===== src/rtl/moore_seq_detector_if.sv =====
// Serial bit stream in, Moore match/debug/counter observation out.
// master drives the stream and clear; slave is the detector.
interface moore_seq_detector_if #(
    parameter int PAT_W = 4,
    parameter int CNT_W = 8
) ();
    localparam int ST_W = $clog2(PAT_W + 1);

    logic             clear;
    logic             in_valid;
    logic             in_bit;
    logic             match;
    logic [ST_W-1:0]  state_o;
    logic [CNT_W-1:0] match_count;
    logic             count_sat;

    modport master (
        output clear, in_valid, in_bit,
        input  match, state_o, match_count, count_sat
    );

    modport slave (
        input  clear, in_valid, in_bit,
        output match, state_o, match_count, count_sat
    );
endinterface


===== src/rtl/moore_seq_detector.sv =====
// Moore detector for a PAT_W-bit pattern with saturating match counter; match rises one cycle
// after the edge that samples the final pattern bit. No backpressure: in_valid only qualifies in_bit.
module moore_seq_detector #(
    parameter int              PAT_W   = 4,
    parameter logic [PAT_W-1:0] PATTERN = 4'b1011,
    parameter int              OVERLAP = 1,
    parameter int              CNT_W   = 8
) (
    input logic                 clk,
    input logic                 reset,
    moore_seq_detector_if.slave bus
);
    localparam int               ST_W    = $clog2(PAT_W + 1);
    localparam logic [ST_W-1:0]  S0      = '0;
    localparam logic [ST_W-1:0]  S_MATCH = ST_W'(PAT_W);
    localparam logic [CNT_W-1:0] CNT_MAX = '1;

    // Pattern bit idx in arrival order (idx 0 is the first bit received).
    function automatic logic pat_bit(input int idx);
        logic [PAT_W-1:0] t;
        t = PATTERN >> (PAT_W - 1 - idx);
        return t[0];
    endfunction

    // Longest pattern prefix that is a suffix of (prefix_k followed by b).
    function automatic int next_of(input int k_in, input int b);
        int   k;
        int   len;
        int   best;
        int   j;
        logic ok;
        logic sb;
        k    = (k_in == PAT_W && OVERLAP == 0) ? 0 : k_in;
        len  = k + 1;
        best = 0;
        for (int l = 1; l <= PAT_W; l++) begin
            if (l <= len) begin
                ok = 1'b1;
                for (int i = 0; i < l; i++) begin
                    j  = len - l + i;
                    sb = (j == k) ? (b != 0) : pat_bit(j);
                    if (sb != pat_bit(i)) ok = 1'b0;
                end
                if (ok) best = l;
            end
        end
        return best;
    endfunction

    logic [ST_W-1:0] nxt_tab [0:PAT_W][0:1];

    for (genvar k = 0; k <= PAT_W; k++) begin : g_state
        for (genvar b = 0; b < 2; b++) begin : g_bit
            assign nxt_tab[k][b] = ST_W'(next_of(k, b));
        end
    end

    logic [ST_W-1:0]  state;
    logic [ST_W-1:0]  state_nxt;
    logic             cnt_inc;
    logic [CNT_W-1:0] match_count;
    logic             count_sat;

    always_comb begin
        state_nxt = state;
        cnt_inc   = 1'b0;
        if (state > S_MATCH) begin
            state_nxt = S0;
        end else if (bus.in_valid) begin
            state_nxt = nxt_tab[state][bus.in_bit];
            cnt_inc   = (state_nxt == S_MATCH);
        end
    end

    always_ff @(posedge clk or posedge reset) begin
        if (reset) begin
            state       <= S0;
            match_count <= '0;
            count_sat   <= 1'b0;
        end else if (bus.clear) begin
            state       <= S0;
            match_count <= '0;
            count_sat   <= 1'b0;
        end else begin
            state <= state_nxt;
            if (cnt_inc && match_count != CNT_MAX) begin
                match_count <= match_count + CNT_W'(1);
                if (match_count + CNT_W'(1) == CNT_MAX) count_sat <= 1'b1;
            end
        end
    end

    assign bus.match       = (state == S_MATCH);
    assign bus.state_o     = state;
    assign bus.match_count = match_count;
    assign bus.count_sat   = count_sat;
endmodule


===== src/flat_wrapper.sv =====
// flat-port wrapper written by rule: the top's interface ports become plain ports
module moore_seq_detector_flat 
#(
    parameter int              PAT_W   = 4,
    parameter logic [PAT_W-1:0] PATTERN = 4'b1011,
    parameter int              OVERLAP = 1,
    parameter int              CNT_W   = 8
)
  (clk, reset, bus_clear, bus_in_valid, bus_in_bit, bus_match, bus_state_o, bus_match_count, bus_count_sat);
  moore_seq_detector_if #(.PAT_W(PAT_W), .CNT_W(CNT_W)) bus_i ();
  input logic clk;
  input logic reset;
  input wire logic [$bits(bus_i.clear)-1:0] bus_clear;
  input wire logic [$bits(bus_i.in_valid)-1:0] bus_in_valid;
  input wire logic [$bits(bus_i.in_bit)-1:0] bus_in_bit;
  output wire logic [$bits(bus_i.match)-1:0] bus_match;
  output wire logic [$bits(bus_i.state_o)-1:0] bus_state_o;
  output wire logic [$bits(bus_i.match_count)-1:0] bus_match_count;
  output wire logic [$bits(bus_i.count_sat)-1:0] bus_count_sat;
  assign bus_i.clear = bus_clear;
  assign bus_i.in_valid = bus_in_valid;
  assign bus_i.in_bit = bus_in_bit;
  assign bus_match = bus_i.match;
  assign bus_state_o = bus_i.state_o;
  assign bus_match_count = bus_i.match_count;
  assign bus_count_sat = bus_i.count_sat;
  moore_seq_detector #(.PAT_W(PAT_W), .PATTERN(PATTERN), .OVERLAP(OVERLAP), .CNT_W(CNT_W)) u_core (.clk(clk), .reset(reset), .bus(bus_i));
endmodule

===== config.mk =====
export PLATFORM = sky130hd
export DESIGN_NAME = moore_seq_detector_flat
export DESIGN_NICKNAME = d
export VERILOG_FILES = /design/src/rtl/moore_seq_detector_if.sv /design/src/rtl/moore_seq_detector.sv /design/src/flat_wrapper.sv
export SDC_FILE = /design/constraint.sdc
export NUM_CORES = 1
export LEC_CHECK = 0
export ABC_AREA = 1
export CAP_MARGIN = 20
export CELL_PAD_IN_SITES_DETAIL_PLACEMENT = 0
export CELL_PAD_IN_SITES_GLOBAL_PLACEMENT = 1
export CORE_AREA = 2 2 53 55
export CTS_CLUSTER_DIAMETER = 150
export DETAILED_ROUTE_END_ITERATION = 10
export DIE_AREA = 0 0 55 57
export HOLD_SLACK_MARGIN = 0.1
export PLACE_DENSITY_LB_ADDON = 0.1
export SLEW_MARGIN = 30
export SYNTH_ARGS = -nofsm -noshare
export SYNTH_HDL_FRONTEND = slang
export SYNTH_SLANG_ARGS = --single-unit

===== constraint.sdc =====
create_clock -name clk -period 1.4 [get_ports clk]
set_clock_uncertainty 0.05 [all_clocks]
set_input_delay 0.28 -clock clk [delete_from_list [all_inputs] [get_ports clk]]
set_output_delay 0.28 -clock clk [all_outputs]
set_load 0.05 [all_outputs]

==> run metrics, run 1 <==
number of buffers created by CTS 3; CP Class reg -> reg; Tot Pwr 658.2 µW; cell count after synthesis 94; slowest CP cell dfrtp_2; largest cells by area after synthesis dfrtp_1, nand2_1, inv_1; post-synthesis cell area 725.7 µm²; initial antenna violation count 0; MaxCap Viol Count 0; Final Cycle Share 106.4%; CTS max path bufs 2; Pre-Repair DR Iteration Count 4; leakage 0.0005670 µW; # IOs 18; die extent in x 55 µm; syn_nets 101; setup TNS -452.3 ps; Synth top area share 41.38%; vias in the first global route 768; drt total wl 1884 µm; die area 0.003135 mm²; required time of the worst setup path 1540 ps; final slew viol count 0; most frequent cells in the layout nand2_1, inv_1, buf_4, buf_12; Yosys top cell by area dfrtp_1; DR WL/cell 11.42 µm; sequential share of the synthesized area 41.38%; number of I/O port buffers 17; maximum VDD drop 0.3715 mV; Vias 761; Hold Vio Cnt, Final 0; pwr dens 498.2 mW/mm²; Worst path max stage delay 400 ps; # setup viols final 11; number of routed nets with antenna violations 0; root buffer cell clkbuf_4; Tmin final 1490 ps; failing checks setup timing; final worst slack -89.50 ps; outcome finished with violations; critical path startpoint category flop; min-delay worst type in -> async; Clock Sinks 12; most used cell, CP nand2_4; commonest non-fill, non-tap cell in the layout nand2_1; Reg clk slew, reported paths 80 ps; Avg Cell Area, Syn 7.720 µm²; clk_lat worst skew 270 ps; Worst setup EP type flop; FF-to-FF path depth 7; drt via density 4.612; worst-margin pin slew 257.6 ps; FILL cells 269; gr usage total 14.43%; Initial DRC Count 18; first-pass GRT wire length 3249 µm; Starting Density 27.75%; DRC viols 0; post-synthesis cell type count 21; Non-Filler Instances 165; share of layout cells above drive strength 1 46.27%; total grt overflow 0; detailed placement HPWL 1482 µm; TritonCTS clock tree done; hold slack final 251.2 ps; pin count of the biggest net entering global routing 13; Final nets 142; dpl cells 159; worst-path fanout max 6; Vert. Die Dim 57 µm; H-tree Lvls 1; Seq cells post-synth 12; relative slew slack 82.76%; Fmax achieved 671.4 MHz; critical path startpoint u_core.bus.match_count[1]; # diodes 0; worst-path cell chain ha_4 -> nand2_4 -> nor2_4 -> nand2_2 -> o21ai_4 -> nand2_4 -> o21ai_2; Row Count 19; Worst Path Arrival 1630 ps; RSZ-0062 raised after global routing yes; P&R area growth vs syn 82.07%; core area 0.002615 mm²; worst r2r src u_core.bus.match_count[1]; routability cong. 0.7968; Ys Warns 0
per-layer routing:
layer / wire length (µm) / global-route usage [%]
met1: 762 / 17.44
met2: 1017 / 23.64
met3: 75 / 3.665
met4: 28 / 6.272
met5: 0 / 0
cells in the mapped netlist:
cell,number
o21ai_1,5
nor2_1,6
nand2_4,1
o31ai_1,1
nand3_1,10
o32ai_1,1
nor2_4,1
nor3_1,1
o21ai_4,1
a21oi_1,4
nor2_2,1
nor3_4,1
nand2_1,20
dfrtp_1,12
xor2_1,1
ha_1,2
o22ai_1,1
nand2_2,3
o21ai_0,3
nand4_1,2
inv_1,17
state kept, by name, indices dropped and copies added, names as in the netlist:
| signal | cells |
|---|---|
| u_core.bus.match_count | 8 |
| u_core.bus.count_sat | 1 |
| u_core.bus.state_o | 3 |
cell families (layout without fill, tap and decap cells):
family | after synthesis | count (layout) | share of synthesized area [%]
simple gates | 46 | 46 | 31.55
buf+inv | 17 | 57 | 8.793
compound gates | 16 | 16 | 13.62
flops | 12 | 12 | 41.38
fa+ha+maj | 2 | 2 | 3.448
xor+xnor | 1 | 1 | 1.207
power by group:
part | leakage (µW) | internal [µW] | total (µW) | switching (µW)
logic | 0.000398 | 36.2 | 81.8 | 45.7
clock network | 0.0000150 | 110 | 224 | 114
registers | 0.000154 | 349 | 352 | 3.03
total | 0.000567 | 495 | 658 | 163
path summary, 6_finish.rpt:
kind	to	slack (ps)
worst max register to register	u_core.bus.match_count[2]	-90
worst min register to register	u_core.bus.count_sat	520
worst max-delay path	u_core.bus.match_count[2]	-90
max in group asynchronous	u_core.bus.match_count[4]	870
worst min-delay path	u_core.bus.match_count[2]	250
min in group clk	u_core.bus.count_sat	520
cell type report:
type	count	area, µm²	area share, %
tap	31	38.79	2.936
timing repair buffer	36	457.9	34.66
sequential	12	310.3	23.48
multi-input combinational	65	424.2	32.10
clock buffer	4	26.28	1.989
inverter	17	63.81	4.830
repair_timing:
item,4_1_cts,5_1_grt
setup buffers,1,1
pin swaps,7,2
setup endpoints to repair,11,12
gates resized for setup,11,4
hold buffers,0,0
critical path: cells and delay by family (launching register included):
kind / cells / cell delay (ps)
compound gates: 2 / 410
fa+ha+maj: 1 / 150
flops: 1 / 400
simple gates: 4 / 390
through the flow:
| stage | instance area (µm²) | setup WS, ps | util (%) |
|---|---|---|---|
| global placement | 1231 | -283.1 | 47.08 |
| global route | 1321 | -181.5 | 50.53 |
| finish | 1321 | -89.50 | 50.53 |
| floorplan | 764.5 | -184.2 | - |
| CTS | 1304 | -107.0 | 49.86 |
| detailed placement | 1231 | -349.8 | 47.08 |
Note: power is estimated with default switching activity, not from simulation.
==> run 2, diff against run 1 <==
Settings changed: CORE_AREA 2 2 53 55 to 2 2 51 53, CTS_BUF_LIST set to sky130_fd_sc_hd__clkbuf_8, DIE_AREA 0 0 55 57 to 0 0 53 55.
==> run metrics, run 2 (synthesis gave the netlist of run 1 again) <==
outcome finished with violations (unchanged); failing checks setup timing (unchanged); Fmax achieved 673.9 MHz (was 671.4 MHz); register area 310.3 µm² (unchanged); hold buffers post-CTS 0 (unchanged); TritonCTS clock tree done (unchanged); Hold Vio Cnt, Final 0 (unchanged); worst-path fanout max 2 (was 6); worst-margin pin slew 228.4 ps (was 257.6 ps); Pre-Repair DR Iteration Count 2 (was 4); root buffer cell clkbuf_8 (was clkbuf_4); Worst setup EP type primary output (was flop); first-pass GRT wire length 3194 µm (was 3249 µm); Final Instance Area 0.001373 mm² (was 0.001321 mm²); Tot Pwr 767.5 µW (was 658.2 µW); CTS max path bufs 2 (unchanged); min-delay worst type in -> async (unchanged); die area 0.002915 mm² (was 0.003135 mm²); MaxCap Viol Count 0 (unchanged); hold slack final 271.8 ps (was 251.2 ps); Starting Density 30.69% (was 27.75%); gr usage total 15.36% (was 14.43%); most frequent cells in the layout buf_4, nand2_1, inv_1, buf_12, nand3_1 (was nand2_1, inv_1, buf_4, buf_12); detailed placement HPWL 1471 µm (was 1482 µm); commonest non-fill, non-tap cell in the layout buf_4 (was nand2_1); number of I/O port buffers 17 (unchanged); Tmin final 1484 ps (was 1490 ps); worst slack at placement -312.0 ps (was -349.8 ps); final worst slack -83.92 ps (was -89.50 ps); relative slew slack 84.72% (was 82.76%); required time of the worst setup path 1070 ps (was 1540 ps); Initial DRC Count 9 (was 18); final slew viol count 0 (unchanged); leakage 0.0006124 µW (was 0.0005670 µW); DP Area 0.001260 mm² (was 0.001231 mm²); number of buffers created by CTS 3 (unchanged); Row Count 18 (was 19); FILL cells 222 (was 269); vias in the first global route 742 (was 768); drt total wl 1884 µm (unchanged); Final nets 147 (was 142); initial antenna violation count 0 (unchanged); critical path startpoint category flop (unchanged); H-tree Lvls 1 (unchanged); number of routed nets with antenna violations 0 (unchanged); max FFs per register 8 (unchanged); share of layout cells above drive strength 1 48.20% (was 46.27%); largest reg by FF count u_core.bus.match_count (unchanged); area of the multi-input gates 417.9 µm² (was 424.2 µm²); P&R area growth vs syn 89.14% (was 82.07%); clk_lat worst skew 240 ps (was 270 ps); # IOs 18 (unchanged); DRC viols 0 (unchanged); # setup viols final 7 (was 11); # diodes 0 (unchanged); Clock Sinks 12 (unchanged); pwr dens 559.2 mW/mm² (was 498.2 mW/mm²); drt via density 4.580 (was 4.612); total grt overflow 0 (unchanged); Reg clk slew, reported paths 60 ps (was 80 ps); final core occ 58.04% (was 50.53%); DR WL/cell 11.15 µm (was 11.42 µm); maximum VDD drop 0.5345 mV (was 0.3715 mV); Vias 774 (was 761); Final Cycle Share 106.0% (was 106.4%); pin count of the biggest net entering global routing 13 (unchanged); die extent in x 53 µm (was 55 µm); core area 0.002365 mm² (was 0.002615 mm²); Vert. Die Dim 55 µm (was 57 µm); Worst Path Arrival 1150 ps (was 1630 ps); CP Class reg -> out (was reg -> reg); routability cong. 0.7749 (was 0.7968); RSZ-0062 raised after global routing yes (unchanged)
-- run 2: cell types whose count changed in the layout (fill, tap and decap cells not counted), sizes merged --
cell	previous run	this run
inv	17	18
dlymetal6s2s	0	1
buf	32	37
clkdlybuf4s50	4	3
clkbuf	4	3
-- run 2: report_power, final --
part	switching, µW	internal [µW]
Combinational	45.3	37.7
Sequential	3.04	350
Clock	138	194
Total	186	581
-- run 2: metrics by stage --
step | TNS, ps | instances
after floorplan | -1397 | 94
after global placement | -2374 | 162
after detailed placement | -2456 | 162
after CTS | -520.3 | 169
after global routing | -1141 | 169
final | -222.3 | 169
-- run 2: path summary, 6_finish.rpt --
| kind | from | end | slack (ps) | depth (start not counted) |
|---|---|---|---|---|
| setup / recovery | u_core.bus.state_o[1] | bus_match | -80 | 3 |
| hold / removal | reset | u_core.bus.match_count[7] | 270 | 3 |
| setup reg to reg | u_core.bus.match_count[0] | u_core.bus.match_count[6] | -50 | 8 |
| hold reg to reg | u_core.bus.count_sat | u_core.bus.count_sat | 540 | 2 |
| max in group asynchronous | reset | u_core.bus.state_o[2] | 860 | 3 |
| min in group clk | bus_in_bit | u_core.bus.state_o[2] | 330 | 3 |
-- run 2: routing by layer --
| metal | wire (µm) | vias up | track usage (%) | share of wire, % |
|---|---|---|---|---|
| li1 | - | 396 | - | - |
| met1 | 768 | 363 | 16.72 | 41 |
| met2 | 1033 | 11 | 28.54 | 55 |
| met3 | 55 | 4 | 2.957 | 2.9 |
| met4 | 26 | 0 | 7.692 | 1.4 |
| met5 | 0 | - | 0 | 0 |
-- run 2: critical path: stages (launching register included) --
cell and delay, ps:
dfrtp_2 410, buf_6 120, nor3_4 210, buf_12 160
-- run 2: what timing repair did --
action	CTS	global route
buffers inserted	3	0
resized for setup	9	6
pin swaps	7	3
endpoints found under the hold margin	0	0
endpoints found under the setup margin	10	13
-- run 2: cell type report --
type	count	share of cell area, %
Multi-Input combinational cell	65	30.45
Timing Repair Buffer	41	36.28
Clock inverter	1	0.2735
Sequential cell	12	22.61
Tap cell	30	2.735
Clock buffer	3	3.008
Inverter	17	4.649
==> run 3, diff against run 2 <==
Settings changed: RECOVER_POWER set to 100.
==> run metrics, run 3 (synthesis gave the netlist of run 1 again) <==
outcome finished with violations (unchanged); failing checks setup timing (unchanged); min-delay worst type in -> reg (was in -> async); initial antenna violation count 0 (unchanged); MaxCap Viol Count 0 (unchanged); hold slack final 325.7 ps (was 271.8 ps); maximum VDD drop 0.5343 mV (was 0.5345 mV); drt via density 4.562 (was 4.580); die area 0.002915 mm² (unchanged); pwr dens 565.4 mW/mm² (was 559.2 mW/mm²); DR WL/cell 11.14 µm (was 11.15 µm); Worst setup EP type primary output (unchanged); routability cong. 0.7749 (unchanged); FF-to-FF path depth 8 (unchanged); Tot Pwr 765.4 µW (was 767.5 µW); # setup viols final 7 (unchanged); hold buffers post-CTS 0 (unchanged); Initial DRC Count 9 (unchanged); number of buffers created by CTS 3 (unchanged); Fmax achieved 673.9 MHz (about the same); total grt overflow 0 (unchanged); root buffer cell clkbuf_8 (unchanged); die extent in x 53 µm (unchanged); vias in the first global route 742 (unchanged); worst-margin pin slew 705.3 ps (was 228.4 ps); Worst Path Arrival 1150 ps (about the same); dpl cells 162 (unchanged); largest reg by FF count u_core.bus.match_count (unchanged); most frequent cells in the layout buf_4, nand2_1, inv_1, buf_12, nand3_1 (unchanged); drt total wl 1882 µm (was 1884 µm); gr usage total 15.36% (unchanged); Tmin final 1484 ps (about the same); required time of the worst setup path 1070 ps (about the same); Hold Vio Cnt, Final 0 (unchanged); final core occ 57.25% (was 58.04%); worst slack at placement -312.0 ps (unchanged); # IOs 18 (unchanged); Worst path max stage delay 410 ps (about the same); relative slew slack 52.98% (was 84.72%); H-tree Lvls 1 (unchanged); # diodes 0 (unchanged); Final nets 147 (unchanged); P&R area growth vs syn 86.55% (was 89.14%); commonest non-fill, non-tap cell in the layout buf_4 (unchanged); number of I/O port buffers 17 (unchanged); pin count of the biggest net entering global routing 13 (unchanged); leakage 0.0006056 µW (was 0.0006124 µW); worst-path cell chain buf_6 -> nor3_4 -> buf_12 (unchanged); TritonCTS clock tree done (unchanged); Reg clk slew, reported paths 60 ps (about the same); final worst slack -83.89 ps (was -83.92 ps); Final Cycle Share 106.0% (about the same); max FFs per register 8 (unchanged); Vert. Die Dim 55 µm (unchanged); detailed placement HPWL 1471 µm (unchanged); CP Class reg -> out (unchanged); worst hold stages 3; final slew viol count 0 (unchanged); worst-path fanout max 2 (unchanged); Non-Filler Instances 169 (unchanged); Starting Density 30.69% (unchanged); slowest CP cell dfrtp_2 (unchanged); DRC viols 0 (unchanged); RSZ-0062 raised after global routing yes (unchanged); CTS max path bufs 2 (unchanged); clk_lat worst skew 240 ps (about the same); core area 0.002365 mm² (unchanged); Vias 771 (was 774); first-pass GRT wire length 3194 µm (unchanged); number of routed nets with antenna violations 0 (unchanged); share of layout cells above drive strength 1 47.48% (was 48.20%); Clock Sinks 12 (unchanged); Pre-Repair DR Iteration Count 2 (unchanged); Row Count 18 (unchanged); critical path startpoint category flop (unchanged)
## run 3: cell count changes in the layout (fill, tap and decap cells not counted), sizes merged
cell,before,now
clkdlybuf4s50,3,2
clkbuf,3,5
dlygate4sd3,0,1
buf,37,35
## run 3: final cells by class
type | count | area (µm²)
inverters | 17 | 63.81
well taps | 30 | 37.54
multi-input cells | 65 | 417.9
clock inverters | 1 | 3.754
repair buffers | 41 | 479.2
fillers | 225 | 1011
clock buffers | 3 | 41.29
flip-flops and latches | 12 | 310.3
## run 3: power by group
group	internal, µW	leakage (µW)	switching, µW
logic	35.8	0.000425	45.4
clock network	194	0.0000269	137
registers	350	0.000154	3.04
total	580	0.000606	186
## run 3: stage by stage
stage / area [µm²] / TNS [ps]
after floorplan: 764.5 / -1397
after global placement: 1260 / -2374
after detailed placement: 1260 / -2456
after CTS: 1359 / -520.3
after global routing: 1354 / -1141
final: 1354 / -221.2
## run 3: path summary, 6_finish.rpt
| path | startpoint | endpoint | slack (ps) |
|---|---|---|---|
| min reg2reg | u_core.bus.count_sat | u_core.bus.count_sat | 500 |
| min in group asynchronous | reset | u_core.bus.match_count[1] | 600 |
| max | u_core.bus.state_o[1] | bus_match | -80 |
| max in group asynchronous | reset | u_core.bus.match_count[2] | 210 |
| min | bus_in_bit | u_core.bus.state_o[2] | 330 |
| max reg2reg | u_core.bus.match_count[0] | u_core.bus.match_count[6] | -50 |
## run 3: repair_timing
item                       CTS  global route
setup endpoints to repair   10            13
pin swaps                    7             3
gates resized for setup      9             6
buffers inserted             3             0
## run 3: layer usage
| layer | vias to the layer above | GRT usage (%) | wire length [µm] |
|---|---|---|---|
| met1 | 360 | 16.72 | 786 |
| met5 | - | 0 | 0 |
| li1 | 396 | - | - |
| met3 | 4 | 2.957 | 51 |
| met2 | 11 | 28.54 | 1017 |
| met4 | 0 | 7.692 | 26 |
## run 3: critical path: cells and delay by family, from the launching register on
kind / cells / cell delay [ps]
flip-flops: 1 / 410
AND/OR/NAND/NOR: 1 / 210
buffers and inverters: 2 / 280
